File: config.mk
export PLATFORM = sky130hd
export DESIGN_NAME = dmem_port_arbiter
export DESIGN_NICKNAME = d
export VERILOG_FILES = /design/src/rtl/dmem_port_arbiter_pkg.sv /design/src/rtl/dmem_port_arbiter.sv
export SDC_FILE = /design/constraint.sdc
export NUM_CORES = 1
export LEC_CHECK = 0
export CAP_MARGIN = 20
export CELL_PAD_IN_SITES_DETAIL_PLACEMENT = 0
export CELL_PAD_IN_SITES_GLOBAL_PLACEMENT = 1
export CORE_UTILIZATION = 25
export CTS_CLUSTER_DIAMETER = 200
export DETAILED_ROUTE_END_ITERATION = 10
export PLACE_DENSITY = 0.76
export SLEW_MARGIN = 20
export SYNTH_ARGS = -nofsm -noshare
export SYNTH_HDL_FRONTEND = slang
export SYNTH_SLANG_ARGS = --single-unit
File: constraint.sdc
create_clock -name clk -period 2 [get_ports clk]
set_clock_uncertainty 0.1 [all_clocks]
set_input_delay 0.4 -clock clk [delete_from_list [all_inputs] [get_ports clk]]
set_output_delay 0.4 -clock clk [all_outputs]
set_load 0.02 [all_outputs]
File: src/rtl/dmem_port_arbiter_pkg.sv
// Shared state, owner encodings and arbitration rule for the data-memory port arbiter.
package dmem_arb_pkg;

    typedef enum logic [1:0] {
        IDLE   = 2'd0,
        ACCESS = 2'd1,
        RESP   = 2'd2
    } arb_state_e;

    localparam logic OWN_CPU = 1'b0;
    localparam logic OWN_DMA = 1'b1;

    localparam int CNT_W = 3;

    // DMA takes the port when the CPU is not asking, or when the CPU has used up its allowance.
    function automatic logic dma_wins(input logic cpu_req, input logic dma_req, input logic starved);
        return ~cpu_req | (dma_req & starved);
    endfunction

endpackage

File: src/rtl/dmem_port_arbiter.sv
// Shares the single data-memory port between the CPU MEM stage and a DMA master,
// sequencing each access through a fixed-latency memory and returning data with a one-cycle ack.
module dmem_port_arbiter
    import dmem_arb_pkg::*;
#(
    parameter int ADDR_W     = 32,
    parameter int DATA_W     = 32,
    parameter int MEM_LAT    = 1,
    parameter int STARVE_MAX = 4
) (
    input  logic              clk,
    input  logic              rst,
    input  logic              cpu_req_i,
    input  logic              cpu_we_i,
    input  logic [ADDR_W-1:0] cpu_addr_i,
    input  logic [DATA_W-1:0] cpu_wdata_i,
    output logic [DATA_W-1:0] cpu_rdata_o,
    output logic              cpu_ack_o,
    output logic              stall_m_o,
    input  logic              dma_req_i,
    input  logic              dma_we_i,
    input  logic [ADDR_W-1:0] dma_addr_i,
    input  logic [DATA_W-1:0] dma_wdata_i,
    output logic [DATA_W-1:0] dma_rdata_o,
    output logic              dma_ack_o,
    output logic              mem_en_o,
    output logic              mem_we_o,
    output logic [ADDR_W-1:0] mem_addr_o,
    output logic [DATA_W-1:0] mem_wdata_o,
    input  logic [DATA_W-1:0] mem_rdata_i
);

    localparam logic [CNT_W-1:0] LAT_LAST   = CNT_W'(MEM_LAT);
    localparam logic [CNT_W-1:0] STARVE_LIM = CNT_W'(STARVE_MAX);

    arb_state_e        state_q;
    logic              owner_q;
    logic              op_we_q;
    logic [CNT_W-1:0]  lat_q;
    logic [CNT_W-1:0]  starve_q;
    logic [CNT_W-1:0]  starve_d;
    logic              grant_dma_d;
    logic              mem_en_q;
    logic              mem_we_q;
    logic [ADDR_W-1:0] mem_addr_q;
    logic [DATA_W-1:0] mem_wdata_q;
    logic [DATA_W-1:0] cpu_rdata_q;
    logic [DATA_W-1:0] dma_rdata_q;
    logic              cpu_ack_q;
    logic              dma_ack_q;

    // Winner selection and starvation bookkeeping; only meaningful while IDLE.
    always_comb begin
        grant_dma_d = dma_wins(cpu_req_i, dma_req_i, starve_q == STARVE_LIM);
        starve_d    = starve_q;
        if (state_q == IDLE) begin
            if (!dma_req_i || grant_dma_d) begin
                starve_d = '0;
            end else if (cpu_req_i && (starve_q != STARVE_LIM)) begin
                starve_d = starve_q + 1'b1;
            end
        end
    end

    always_ff @(posedge clk or negedge rst) begin
        if (!rst) begin
            state_q     <= IDLE;
            owner_q     <= OWN_CPU;
            op_we_q     <= 1'b0;
            lat_q       <= '0;
            starve_q    <= '0;
            mem_en_q    <= 1'b0;
            mem_we_q    <= 1'b0;
            mem_addr_q  <= '0;
            mem_wdata_q <= '0;
            cpu_rdata_q <= '0;
            dma_rdata_q <= '0;
            cpu_ack_q   <= 1'b0;
            dma_ack_q   <= 1'b0;
        end else begin
            starve_q  <= starve_d;
            mem_en_q  <= 1'b0;
            mem_we_q  <= 1'b0;
            cpu_ack_q <= 1'b0;
            dma_ack_q <= 1'b0;
            case (state_q)
                IDLE: begin
                    if (cpu_req_i || dma_req_i) begin
                        owner_q     <= grant_dma_d ? OWN_DMA : OWN_CPU;
                        op_we_q     <= grant_dma_d ? dma_we_i : cpu_we_i;
                        mem_en_q    <= 1'b1;
                        mem_we_q    <= grant_dma_d ? dma_we_i : cpu_we_i;
                        mem_addr_q  <= grant_dma_d ? dma_addr_i : cpu_addr_i;
                        mem_wdata_q <= grant_dma_d ? dma_wdata_i : cpu_wdata_i;
                        lat_q       <= '0;
                        state_q     <= ACCESS;
                    end
                end
                ACCESS: begin
                    // The last ACCESS cycle is the one in which memory presents the read data.
                    if (lat_q == LAT_LAST) begin
                        if (!op_we_q) begin
                            if (owner_q == OWN_DMA) begin
                                dma_rdata_q <= mem_rdata_i;
                            end else begin
                                cpu_rdata_q <= mem_rdata_i;
                            end
                        end
                        state_q <= RESP;
                    end else begin
                        lat_q <= lat_q + 1'b1;
                    end
                end
                RESP: begin
                    if (owner_q == OWN_DMA) begin
                        dma_ack_q <= 1'b1;
                    end else begin
                        cpu_ack_q <= 1'b1;
                    end
                    state_q <= IDLE;
                end
                default: state_q <= IDLE;
            endcase
        end
    end

    assign cpu_rdata_o = cpu_rdata_q;
    assign dma_rdata_o = dma_rdata_q;
    assign cpu_ack_o   = cpu_ack_q;
    assign dma_ack_o   = dma_ack_q;
    assign mem_en_o    = mem_en_q;
    assign mem_we_o    = mem_we_q;
    assign mem_addr_o  = mem_addr_q;
    assign mem_wdata_o = mem_wdata_q;

    // Gated by rst so that every output reads 0 while reset is held.
    assign stall_m_o = rst & cpu_req_i & ~cpu_ack_q;

endmodule

; ---- After elaboration in Yosys (flattened, before gate mapping)
; Cells that the tools add are included.
[totals]
register_bits = 142
input_bits = 166
out_inout_bits = 133
elab_cells = 64
[classes]
add_sub_neg = 2
eq_ne = 8
mux = 20
bitwise = 8
n_reduce_logical = 13
[ops]
columns = op, n
row1 = 32-bit 2-to-1 mux, 2
row2 = 3-bit 2-to-1 mux, 4
row3 = 1-bit 2-to-1 mux, 10
row4 = 4-bit AND reduction, 2
row5 = "3-bit by 1-bit adder with 3-bit output, second input constant", 2
row6 = 3-bit case mux with 2 select lines, 1
row7 = 2-bit AND reduction, 3
row8 = 2-bit 2-to-1 mux, 2
row9 = "2-bit != test, second input constant", 2
row10 = 1-bit NOT, 4
row11 = 2-bit case mux with 2 select lines, 1
row12 = 2-bit nonzero test, 2
row13 = 1-bit AND, 3
row14 = "3-bit by 1-bit == test with 1-bit output, second input constant", 1
row15 = "3-bit == test, second input constant", 1
row16 = "3-bit != test, second input constant", 1
row17 = 3-bit AND reduction, 1
row18 = "2-bit by 1-bit == test with 1-bit output, second input constant", 1
row19 = "2-bit == test, second input constant", 1
row20 = 2-bit zero test, 1
row21 = 1-bit logical OR, 2
row22 = "2-bit by 1-bit != test with 1-bit output, second input constant", 1
row23 = 1-bit logical AND, 1
row24 = 1-bit zero test, 1
row25 = 1-bit bitwise OR, 1

; ---- Depth between registers and ports, before layout
[logic_depth]
depth_word = 6
depth_mapped = 7
mapped_depth_nobuf = 5

; ---- Least setup slack after synthesis
; No wires, ideal clock.
[synth_timing]
kind = register -> register
from = reg lat_q[1]
to = reg cpu_rdata_q[10], in the netlist cpu_rdata_o[10]
setup_time_ns = 0.125
arrival_ns = 1.625
required_time_ns = 1.775
setup_slack_ns = 0.150
stages_incl_launch_ff = 7
path_buffers = 1
period_less_slack_ns = 1.850
cell_sequence = dfrtp_1 > inv_1 > ha_1 > and4bb_4 > nor3b_4 > buf_6 > mux2_2
[synth_via]
elab_chain_len = 2
[synth_lines]
columns = item, line
row1 = start: declaration, dmem_port_arbiter.sv:39  ; logic [CNT_W-1:0] lat_q;
row2 = start signal: assignment, dmem_port_arbiter.sv:111  ; lat_q <= lat_q + 1'b1;
row3 = 3-bit by 1-bit == test with 1-bit output, dmem_port_arbiter.sv:101  ; if (lat_q == LAT_LAST) begin
row4 = 4-bit AND reduction (no line), -
row5 = end signal: assignment, dmem_port_arbiter.sv:106  ; cpu_rdata_q <= mem_rdata_i;
row6 = end: declaration, dmem_port_arbiter.sv:47  ; logic [DATA_W-1:0] cpu_rdata_q;
; No other way between the ends.
; A chain may end at the register's enable or synchronous reset.

; ---- Final worst setup path
[layout_timing]
from = reg mem_wdata_q[12], in the netlist mem_wdata_o[12]
to = out mem_wdata_o[12]
[layout_lines]
columns = item, line
row1 = start: declaration, dmem_port_arbiter.sv:46  ; logic [DATA_W-1:0] mem_wdata_q;
row2 = start signal: assignment, dmem_port_arbiter.sv:94  ; mem_wdata_q <= grant_dma_d ? dma_wdata_i : cpu_wdata_i;
row3 = end: declaration, dmem_port_arbiter.sv:29  ; output logic [DATA_W-1:0] mem_wdata_o,
; No word-level cell between the ends.

==> results.cfg <==
[floorplan]
die-height_microns = 162.0
die_w_microns = 162.0
die_area_sq_um = 26250
ioPinCount = 299
initial_utilization_pct = 25.42
rows = 58
placeableCoreArea_sq_um = 25180

[power]
leakagePower_nw = 4.088
internal-power_mw = 10.15
p_sw_mw = 6.483
power_per_cell_area_nw_per_um2 = 1582
pwr-share-seq_pct = 30.1
clkPwrFrac_pct = 19.2
combPwrFrac_pct = 50.7
peakVddDrop_v = 0.0006911
swShare_pct = 38.97

[logic_synthesis]
synth.area.top_cells = dfrtp_1 (56%), mux2_2 (11%), o211ai_1 (7.5%)
yosysWarnings = 0
synthesis.area_sq_um = 6402
ys_ff_latch = 142
yosysTopAreaCellShare_pct = 55.50
synth_area_per_cell_sq_um = 11.15
syn_inst = 574
yosysTopAreaCell = dfrtp_1
syn_nets = 744
synth_cell_types = 33
yosysSeqAreaShare_pct = 55.50

[job]
maxCapViolCount = 0

[setup_path]
crit_type = reg2out
critPathMaxFanout = 2
worstRegToRegCells = 6
cp.required_ps = 1500
end_kind = output pin
r2r_setup_slack_ps = 70
crit_arrival_ps = 1440
r2r-start = lat_q[0]
crit_buf_inv = 1
path_delay_family = buffers and inverters
path_cells = clkdlybuf4s50_1
max_stage_delay_ps = 630
slowest_stage = clkdlybuf4s50_1
cp-start-kind = register
r2r-end = dma_rdata_o[5]

[grt]
grt_pass1_wl_microns = 34100
globalRouteTotalUtil_pct = 16.76
overflow = 0
antenna_found_initial = 0
grt_max_degree = 143
grt_pass1_vias = 6071

[cts]
clockBufferDepth = 2
worstSkewPairLatency_ps = 420
htree_levels = 4
cts_sinks = 142
cts_tree = yes
clkTransAtPathRegs_ps = 70
clk_root_buffer_cell = clkbuf_16
cts_made_buffers = 17
ctsHoldBuffers = 0

[layout]
diodes = 0
drive_above_1_share_pct = 15.50
nets = 1029
syn_to_final_growth_pct = 64.29

[timing]
period_minus_slack_ps = 1942
min_period_over_period_pct = 97.10
hold_violations = 8
tightestPinTransition_ps = 830.4
setup_slack_ps = 57.95
timing.hold.ws_ps = -40.04
clock.fmax_ghz = 0.5149
maxSlewViolCount = 0
finalSetupViolations = 0
max_slew_margin_pct = 44.64

[hold_path]
hold_path_class = in2async

[routing]
vias = 5957
drc_errors = 0
wl_per_cell_microns = 18.20
via_per_inst = 4.960
drt-total-wl_microns = 21860
drtPass1Iterations = 5
ant_nets = 0
drt_iter0_drc = 438

[outcome]
status = finished, violations left
failed_checks = negative hold slack

[placed_design]
hpwlAfterDp_microns = 14620
gp_congestion = 0.7650
post-place-ws_ps = -19.70
io_buffers = 298
-- cell usage in the layout, fill, tap and decap left out, types with 2 or more instances in the layout --
cell type,n
clkbuf_16,18
nor2_4,2
nand3b_1,2
inv_8,4
o21ai_0,66
o22ai_1,2
clkinv_4,2
nand4_1,64
a21oi_1,2
nand2_1,6
inv_6,4
mux2_2,61
clkinvlp_4,3
nand3_1,66
clkdlybuf4s50_1,294
dfrtp_1,142
nor2_1,4
o211ai_1,64
inv_1,4
or2_2,2
buf_12,12
buf_4,19
mux2_1,3
mux2i_1,2
ha_1,4
-- sequential cells by signal, summed over array words and instances, names as in the netlist, 2 cells and up --
name,cells
cpu_rdata_o,32
dma_rdata_o,32
lat_q,3
mem_addr_o,32
mem_wdata_o,32
starve_q,3
state_q,2
-- cell usage after synthesis --
library cell    n
a21boi_0        1
nor3b_4         1
a2bb2oi_1       1
nand2_1         6
clkbuf_1       44
nand2b_1        1
a22o_1          1
nor2b_1         1
mux2i_1         2
buf_6           3
nand3_1        67
and4bb_4        1
o21ai_0        66
nand4_1        64
inv_1           4
nor2_1          6
or2_2           2
mux2_2         61
ha_1            4
and3b_1         1
buf_1           2
o211ai_1       64
and2_1          1
dfrtp_1       142
o22ai_1         2
a31oi_1         1
nor3b_1         1
a21bo_2         1
buf_2          15
nor4b_1         1
nand3b_1        2
mux2_1          3
a21oi_1         2
-- cell type report --
type,count,area [sq um]
well taps,330,412.9
inverters,4,15.01
flip-flops and latches,142,3553
fillers,2455,14660
clock inverters,14,150.1
clock buffers,17,425.4
repair buffers,330,3388
multi-input cells,364,2574
-- routing by layer --
layer,vias up,GRT usage [%],wire [microns]
met2,255,27.08,10260
met1,2934,21.26,9547
li1,2735,-,-
met3,33,4.648,1578
met4,0,6.304,475
met5,-,0,0
-- through the flow --
stage	cells	util [%]	cell area (sq um)	setup TNS [ps]	total power, mW
5_1_grt	1201	41.77	10520	-59.19	17.65
3_5_place_dp	1167	39.32	9902	-32.77	13.55
6_report	1201	41.77	10520	0	16.64
3_3_place_gp	1167	39.32	9902	0	13.43
2_1_floorplan	574	-	6402	0	9.425
4_1_cts	1198	41.60	10480	0	16.83
-- kinds of logic after synthesis --
kind of cell             count (synthesis)  synth area share (%)
AO/OA/AOI/OAI                          139                 13.66
multiplexers                            66                 11.57
AND/OR/NAND/NOR                        155                 13.86
flip-flops                             142                 55.50
adder cells (fa/ha/maj)                  4                0.7817
buffers and inverters                   68                 4.632
-- repair_timing --
action | in CTS | in global routing
setup buffers | 0 | 2
gates cloned | 0 | 1
pin swaps | 0 | 0
gates resized for setup | 1 | 1
endpoints found under the setup margin | 1 | 4
-- power by group through the flow --
stage | Clock, mW | Sequential (mW) | Combinational [mW]
after floorplan | 0 | 6.61 | 2.82
after global placement | 0 | 5.04 | 8.39
after detailed placement | 0 | 5.08 | 8.47
after CTS | 3.30 | 5.04 | 8.49
after global routing | 3.40 | 5.21 | 9.04
final | 3.19 | 5.01 | 8.44
-- worst max path at each step --
stage | start | to | slack (ps) | cells past startpoint
2_1_floorplan | lat_q[1] | cpu_rdata_o[10] | 150 | 6
3_3_place_gp | dma_req_i | mem_we_o | 40 | 6
3_5_place_dp | dma_req_i | op_we_q | -20 | 6
4_1_cts | mem_wdata_o[31] | mem_wdata_o[31] | 10 | 1
5_1_grt | lat_q[1] | cpu_rdata_o[23] | -8 | 7
6_report | mem_wdata_o[12] | mem_wdata_o[12] | 60 | 1
(Power assumes the default switching activity.)
